==> src/rtl/bin2bcd_seq.sv <==
// Sequential double-dabble binary-to-BCD converter, one input bit per clock.
// Optional leading-zero blanking mask enabled with `define BCD_BLANK_EN.
module bin2bcd_seq #(
    parameter int WIDTH  = 16,
    parameter int DIGITS = 5
) (
    input  logic                  clk,
    input  logic                  rst,
    input  logic [WIDTH-1:0]      bin_in,
    input  logic                  valid_in,
    output logic                  busy,
    output logic [4*DIGITS-1:0]   bcd_out,
    output logic                  valid_out,
    output logic [DIGITS-1:0]     blank
);

    localparam int CW = (WIDTH > 1) ? $clog2(WIDTH) : 1;
    localparam logic [CW-1:0] LAST = CW'(WIDTH - 1);

    typedef enum logic [1:0] {
        IDLE,
        SHIFT,
        DONE
    } state_t;

    state_t              state;
    state_t              state_nxt;
    logic [WIDTH-1:0]    shreg;
    logic [4*DIGITS-1:0] scratch;
    logic [4*DIGITS-1:0] adj;
    logic [CW-1:0]       cnt;

    always_comb begin
        adj = scratch;
        for (int i = 0; i < DIGITS; i++) begin
            if (scratch[4*i +: 4] >= 4'd5) begin
                adj[4*i +: 4] = scratch[4*i +: 4] + 4'd3;
            end
        end
    end

    always_comb begin
        state_nxt = state;
        unique case (state)
            IDLE:    if (valid_in) state_nxt = SHIFT;
            SHIFT:   if (cnt == LAST) state_nxt = DONE;
            DONE:    state_nxt = IDLE;
            default: state_nxt = IDLE;
        endcase
    end

    always_ff @(posedge clk or negedge rst) begin
        if (!rst) begin
            state <= IDLE;
            busy  <= 1'b0;
        end else begin
            state <= state_nxt;
            busy  <= (state_nxt != IDLE);
        end
    end

    always_ff @(posedge clk or negedge rst) begin
        if (!rst) begin
            shreg     <= '0;
            scratch   <= '0;
            cnt       <= '0;
            bcd_out   <= '0;
            valid_out <= 1'b0;
        end else begin
            valid_out <= 1'b0;
            unique case (state)
                IDLE: begin
                    if (valid_in) begin
                        shreg   <= bin_in;
                        scratch <= '0;
                        cnt     <= '0;
                    end
                end
                SHIFT: begin
                    // Top scratch bit is always 0 for legal WIDTH/DIGITS.
                    scratch <= {adj[4*DIGITS-2:0], shreg[WIDTH-1]};
                    shreg   <= shreg << 1;
                    cnt     <= cnt + CW'(1);
                end
                DONE: begin
                    bcd_out   <= scratch;
                    valid_out <= 1'b1;
                end
                default: ;
            endcase
        end
    end

`ifdef BCD_BLANK_EN
    logic [DIGITS-1:0] blank_nxt;
    logic              zero_above;

    // Digit i blanks when it and every higher digit are zero; units never.
    always_comb begin
        blank_nxt  = '0;
        zero_above = 1'b1;
        for (int i = DIGITS - 1; i >= 1; i--) begin
            zero_above   = zero_above & (scratch[4*i +: 4] == 4'd0);
            blank_nxt[i] = zero_above;
        end
    end

    always_ff @(posedge clk or negedge rst) begin
        if (!rst) begin
            blank <= '0;
        end else if (state == DONE) begin
            blank <= blank_nxt;
        end
    end
`else
    assign blank = '0;
`endif

endmodule

==> config.mk <==
export PLATFORM = sky130hd
export DESIGN_NAME = bin2bcd_seq
export DESIGN_NICKNAME = d
export VERILOG_FILES = /design/src/rtl/bin2bcd_seq.sv
export SDC_FILE = /design/constraint.sdc
export NUM_CORES = 1
export LEC_CHECK = 0
export CAP_MARGIN = 25
export CORE_MARGIN = 2
export CORE_UTILIZATION = 40
export CTS_BUF_LIST = sky130_fd_sc_hd__clkbuf_4
export CTS_CLUSTER_DIAMETER = 200
export DETAILED_ROUTE_END_ITERATION = 12
export HOLD_SLACK_MARGIN = 0.06
export PLACE_DENSITY = 0.6
export SETUP_SLACK_MARGIN = 0.5
export SYNTH_ARGS = -nofsm -noshare
export SYNTH_HDL_FRONTEND = slang
export SYNTH_SLANG_ARGS = --single-unit
==> constraint.sdc <==
create_clock -name clk -period 2.3 [get_ports clk]
set_clock_uncertainty 0.1 [all_clocks]
set_input_delay 0.46 -clock clk [delete_from_list [all_inputs] [get_ports clk]]
set_output_delay 0.46 -clock clk [all_outputs]
set_load 0.02 [all_outputs]
==> results of run 1 <==
per-layer routing:
layer	share of wire [%]	global-route usage (%)
met5	0	0
met4	1.5	6.439
met3	3.4	3.237
met2	48	25.62
met1	47	20.12
worst register-to-register path, stage by stage (launching register included):
cell      delay (ps)
dfrtp_1          390
inv_1            110
ha_1             250
nor2b_1          160
o21a_1           220
o311ai_0         270
cells in the final DEF (no fill, tap or decap), types with 3 or more instances in the layout:
cell type	netlist	layout
o221ai_2	5	5
a22oi_1	15	15
inv_1	22	22
o31ai_1	5	5
o21a_1	5	5
clkbuf_4	0	12
buf_4	6	10
o21ai_0	40	40
a32o_1	6	6
dfrtp_1	64	64
nor2b_1	7	7
clkdlybuf4s50_1	0	17
a22o_1	3	3
o32ai_1	4	4
o2111ai_1	10	10
xnor2_1	4	4
nand2_1	47	47
conb_1	1	5
o311ai_1	4	4
dlygate4sd2_1	0	22
ha_1	11	11
cells by family (layout without fill, tap and decap cells):
logic type,after synthesis,count (layout),synth area share [%]
compound gates,102,102,24.71
xor+xnor,4,4,1.149
fa+ha+maj,11,11,4.516
buf+inv,45,91,7.922
flops,64,64,52.55
mux,1,1,0.3694
other cells,1,5,0.1230
simple gates,61,61,8.662
flip-flops by register name (all words and copies together) (netlist names):
signal     flops
busy           1
cnt            4
shreg         16
state          2
valid_out      1
scratch       20
bcd_out       20
layout make-up:
class                      instances  area (sq um)
sequential                        64          1602
fill                             694          3665
clock inverter                     4         68.82
timing repair buffer              52         473.0
multi-input combinational        184          1220
clock buffer                      12         90.09
inverter                          23         88.84
tap                               99         123.9
final timing paths:
path	from	endpoint	slack, ps	depth (start not counted)
max	bcd_out[16]	bcd_out[16]	620	1
min	bcd_out[2]	bcd_out[2]	380	2
max reg2reg	scratch[0]	scratch[2]	700	5
min reg2reg	bcd_out[2]	bcd_out[2]	380	2
max in group asynchronous	rst	shreg[8]	1320	3
min in group asynchronous	rst	bcd_out[14]	500	3
Yosys cell counts (all sizes together):
cell type,number
xnor2,4
nand3,2
a22oi,15
conb,1
o21a,5
nor2,2
nand2b,2
dfrtp,64
buf,18
o32ai,4
inv,23
o221ai,5
a32o,6
o31ai,5
ha,11
a41oi,1
o2111ai,10
nor2b,8
clkbuf,4
a22o,3
o311ai,5
mux2,1
o21bai,1
o21ai,42
nand2,47
through the flow:
step	std cells	total power (W)	hold WS [ps]	setup slack, ps
3_3_place_gp	421	0.003968	360.7	455.8
6_report	438	0.004785	378.0	624.0
3_5_place_dp	421	0.004050	369.2	433.0
5_1_grt	438	0.005178	403.1	554.2
2_1_floorplan	293	0.003409	64.41	858.7
4_1_cts	438	0.004845	387.6	595.2
timing repair:
| item | CTS | global route |
|---|---|---|
| resized for setup | 22 | 0 |
| hold buffers | 1 | 0 |
| hold endpoints to repair | 64 | 0 |
| endpoints found under the setup margin | 22 | 0 |
power breakdown:
group	total, W	switching [W]	internal, W	leakage, nW
clock	0.000865	0.000391	0.000474	0.0890
combinational	0.00211	0.00120	0.000906	0.764
sequential	0.00181	0.000279	0.00154	0.841
==> metrics, run 1 <==
initial antenna violation count 0; DR vias 2309; vias per cell 5.272; Tmin final 1676 ps; Max Cap Violations 0; largest net degree at the start of global routing 65; Antenna diodes 0; Setup CP Type register to primary output; CP Max Fanout 2; Die Y 91.29 microns; CTS Root Buffer Type clkbuf_4; DR WL/cell 13.67 microns; RSZ-0062 raised after global routing false; fin crit share 72.87%; mapped cell area 0.003048 sq mm; Fin Setup TNS 0 ps; critical path data arrival time 1120 ps; Clk pin slew, worst setup/hold paths 110 ps; post-CTS setup buffer count 0; #FFs+latches synth 64; Max Freq 596.6 MHz; Die X 91.29 microns; CTS tree built; synth unique cells 32; First-pass DRT Iterations 4; row count 31; Max Buffers Root-to-Sink 2; crit-path max cell delay 400 ps; crit path cell chain dlygate4sd2_1; Setup violations, final 0; Worst-Margin Slew 533.6 ps; Port Buffers 40; Slowest cell on crit path dfrtp_1; post-synth top area share 52.55%; status completed; detailed-placement wirelength estimate 4033 microns; Area after DPL 0.003525 sq mm; Core Area 0.007331 sq mm; die footprint 0.008334 sq mm; grt ovf 0; Worst Setup Start Kind register; Min-Delay Path Class register to register; PD cells 1305 mW/mm^2; pins over their slew limit 0; DRT Wirelength 5987 microns; Yosys warning count 0; clk sinks 64; Initial Util 41.58%; Worst path top cell family by delay flip-flops; vias in the first global route 2259; first-pass GRT wire length 10460 microns; CP Data Required Time 1740 ps; peak supply drop 0.4042 mV; CP endpoint kind primary output; CTS Buf Count 9; LEAKAGE 1.694 nW; antenna-violating nets left 0; Cells after Synth 289; Fin. Hold Viols 0; Slew headroom 64.35%; Crit path buffers/inverters 1; cell taking the most area after synthesis dfrtp_1; Nets 364; Seq/Total Area, Yosys 52.55%; Synth area leaders dfrtp_1 (53%), o21ai_0 (6.6%), nand2_1 (5.8%); share of layout cells above drive strength 1 10.62%; post-route cell area 0.003666 sq mm; Total GRT Usage 15.61%; utilization after layout 50.01%; DRC Markers 0; mean post-synth cell area 10.55 sq um; gpl congestion 0.7461; 1st-iter DRT viols 120; worst skew pair latency 400 ps; area growth from synthesis to layout 20.28%; H-tree lvl count 3; IO Count 46
Note: power is estimated with default switching activity, not from simulation.
==> run 2, diff against run 1 <==
==> constraint.sdc (replaced) <==
create_clock -name clk -period 1.7 [get_ports clk]
set_clock_uncertainty 0.1 [all_clocks]
set_input_delay 0.34 -clock clk [delete_from_list [all_inputs] [get_ports clk]]
set_output_delay 0.34 -clock clk [all_outputs]
set_load 0.02 [all_outputs]
==> metrics, run 2 (same netlist as run 1, synthesis figures left out) <==
status completed (unchanged); commonest non-fill, non-tap cell in the layout dfrtp_1 (unchanged); area growth from synthesis to layout 70.24% (was 20.28%); CP endpoint kind register (was primary output); IO Count 46 (unchanged); Core Area 0.007331 sq mm (unchanged); final hold slack 365.0 ps (was 378.0 ps); First-pass DRT Iterations 4 (unchanged); Antenna diodes 0 (unchanged); Setup crit start scratch[12] (was bcd_out[16]); most frequent cells in the layout dfrtp_1 (62), buf_6 (47), buf_4 (47) (was dfrtp_1 (64), nand2_1 (47), o21ai_0 (40)); RSZ-0062 raised after global routing true (was false); Max Cap Violations 0 (unchanged); CTS tree built (unchanged); row count 31 (unchanged); gpl congestion 0.7393 (was 0.7461); 1st-iter DRT viols 144 (was 120); Setup CP Type register to register (was register to primary output); DR WL/cell 16.27 microns (was 13.67 microns); grt ovf 0 (unchanged); post-route cell area 0.005189 sq mm (was 0.003666 sq mm); Die X 91.29 microns (unchanged); PD cells 1798 mW/mm^2 (was 1305 mW/mm^2); vias per cell 5.293 (was 5.272); LEAKAGE 2.291 nW (was 1.694 nW); largest net degree at the start of global routing 65 (unchanged); Fin Setup TNS 0 ps (unchanged); CP Data Required Time 1910 ps (was 1740 ps); Initial Util 41.58% (unchanged); vias in the first global route 2774 (was 2259); Tmin final 1450 ps; initial antenna violation count 0 (unchanged); Regs by FF count bcd_out: 20 flops, scratch: 20 flops, shreg: 16 flops (unchanged); Area after DPL 0.003685 sq mm (was 0.003525 sq mm); Max Freq 689.9 MHz; Worst Setup Start Kind register (unchanged); final worst slack 250.4 ps (was 624.0 ps); first-pass GRT wire length 13590 microns (was 10460 microns); die footprint 0.008334 sq mm (unchanged); Port Buffers 40 (unchanged); pins over their slew limit 0 (unchanged); CP Max Fanout 3 (was 2); DRC Markers 0 (unchanged); Fin. Hold Viols 0 (unchanged); critical path data arrival time 1660 ps (was 1120 ps); r2r startpoint scratch[12] (was scratch[0]); antenna-violating nets left 0 (unchanged); CTS Root Buffer Type clkbuf_4 (unchanged); Total GRT Usage 20.50% (was 15.61%); detailed-placement wirelength estimate 4254 microns (was 4033 microns); Nets 444 (was 364); Max Buffers Root-to-Sink 2 (unchanged); share of layout cells above drive strength 1 57.04% (was 10.62%); Die Y 91.29 microns (unchanged); Pwr Total 0.009329 W (was 0.004785 W); peak supply drop 0.7645 mV (was 0.4042 mV); clk sinks 64 (unchanged); worst skew pair latency 410 ps (was 400 ps); Min-Delay Path Class input pin to asynchronous set/reset pin (was register to register); DRT Wirelength 8427 microns (was 5987 microns); fin crit share 85.27%; DR vias 2742 (was 2309); Clk pin slew, worst setup/hold paths 120 ps (was 110 ps); pre-CTS setup slack 33.72 ps (was 433.0 ps); Setup violations, final 0 (unchanged); H-tree lvl count 3 (unchanged); CTS Buf Count 9 (unchanged)
[run 2: cell count changes in the layout (fill, tap and decap cells not counted), sizes merged]
cell         previous run  this run
dlygate4sd2            22         0
clkbuf                 12        11
clkinv                  2         3
clkinvlp                0         2
buf                    12       112
[run 2: repair_timing]
| action | in CTS | in global routing |
|---|---|---|
| gates resized for setup | 227 | 84 |
| gates cloned | 11 | 1 |
| setup endpoints to repair | 84 | 85 |
| pin swaps | 38 | 30 |
| endpoints found under the hold margin | 64 | 0 |
| setup buffers | 49 | 14 |
| hold buffers | 1 | 0 |
[run 2: path summary, 6_finish.rpt]
| path | slack, ps | depth (start not counted) | endpoint |
|---|---|---|---|
| max | 250 | 5 | scratch[14] |
| min | 360 | 3 | bcd_out[11] |
| max reg2reg | 250 | 5 | scratch[14] |
| min reg2reg | 400 | 2 | shreg[11] |
| max in group asynchronous | 840 | 3 | state[0] |
| min in group clk | 400 | 2 | shreg[11] |
[run 2: critical path: stages, from the launching register on]
cell and delay, ps:
dfrtp_1 430, inv_2 80, ha_4 160, nor2b_4 130, o21a_1 210, o311ai_1 240
[run 2: area by class of cell]
| cell class | count | area, sq um |
|---|---|---|
| flip-flops and latches | 64 | 1604 |
| repair inverters | 1 | 11.26 |
| clock buffers | 10 | 75.07 |
| clock inverters | 6 | 83.83 |
| multi-input cells | 184 | 1734 |
| well taps | 99 | 123.9 |
| fillers | 502 | 2142 |
| repair buffers | 131 | 1458 |
| inverters | 23 | 98.84 |
[run 2: power by group]
group | internal, W | switching [W] | total (W)
Clock | 0.000606 | 0.000561 | 0.00117
Sequential | 0.00208 | 0.000501 | 0.00258
Combinational | 0.00305 | 0.00253 | 0.00558
[run 2: metal layers]
metal / vias up / part of all wire (%) / wire length [microns] / GRT usage [%]
met5: - / 0 / 0 / 0
met4: 0 / 0.59 / 50 / 3.914
met3: 7 / 4.2 / 351 / 5.560
met2: 74 / 53 / 4446 / 35.37
met1: 1370 / 42 / 3578 / 25.99
li1: 1291 / - / - / -
[run 2: through the flow]
stage,util (%),std cells
after floorplan,-,293
after global placement,50.26,426
after detailed placement,50.26,426
after CTS,64.84,503
after global routing,70.78,518
final,70.78,518
==> run 3, diff against run 2 <==
--- a/config.mk
+++ b/config.mk
@@ -11,6 +11,7 @@
 export CTS_BUF_LIST = sky130_fd_sc_hd__clkbuf_4
 export CTS_CLUSTER_DIAMETER = 200
 export DETAILED_ROUTE_END_ITERATION = 12
+export GPL_ROUTABILITY_DRIVEN = 1
 export HOLD_SLACK_MARGIN = 0.06
 export PLACE_DENSITY = 0.6
 export SETUP_SLACK_MARGIN = 0.5
==> results of run 3 <==
Final layout, timing and power as in run 2 (identical DEF).
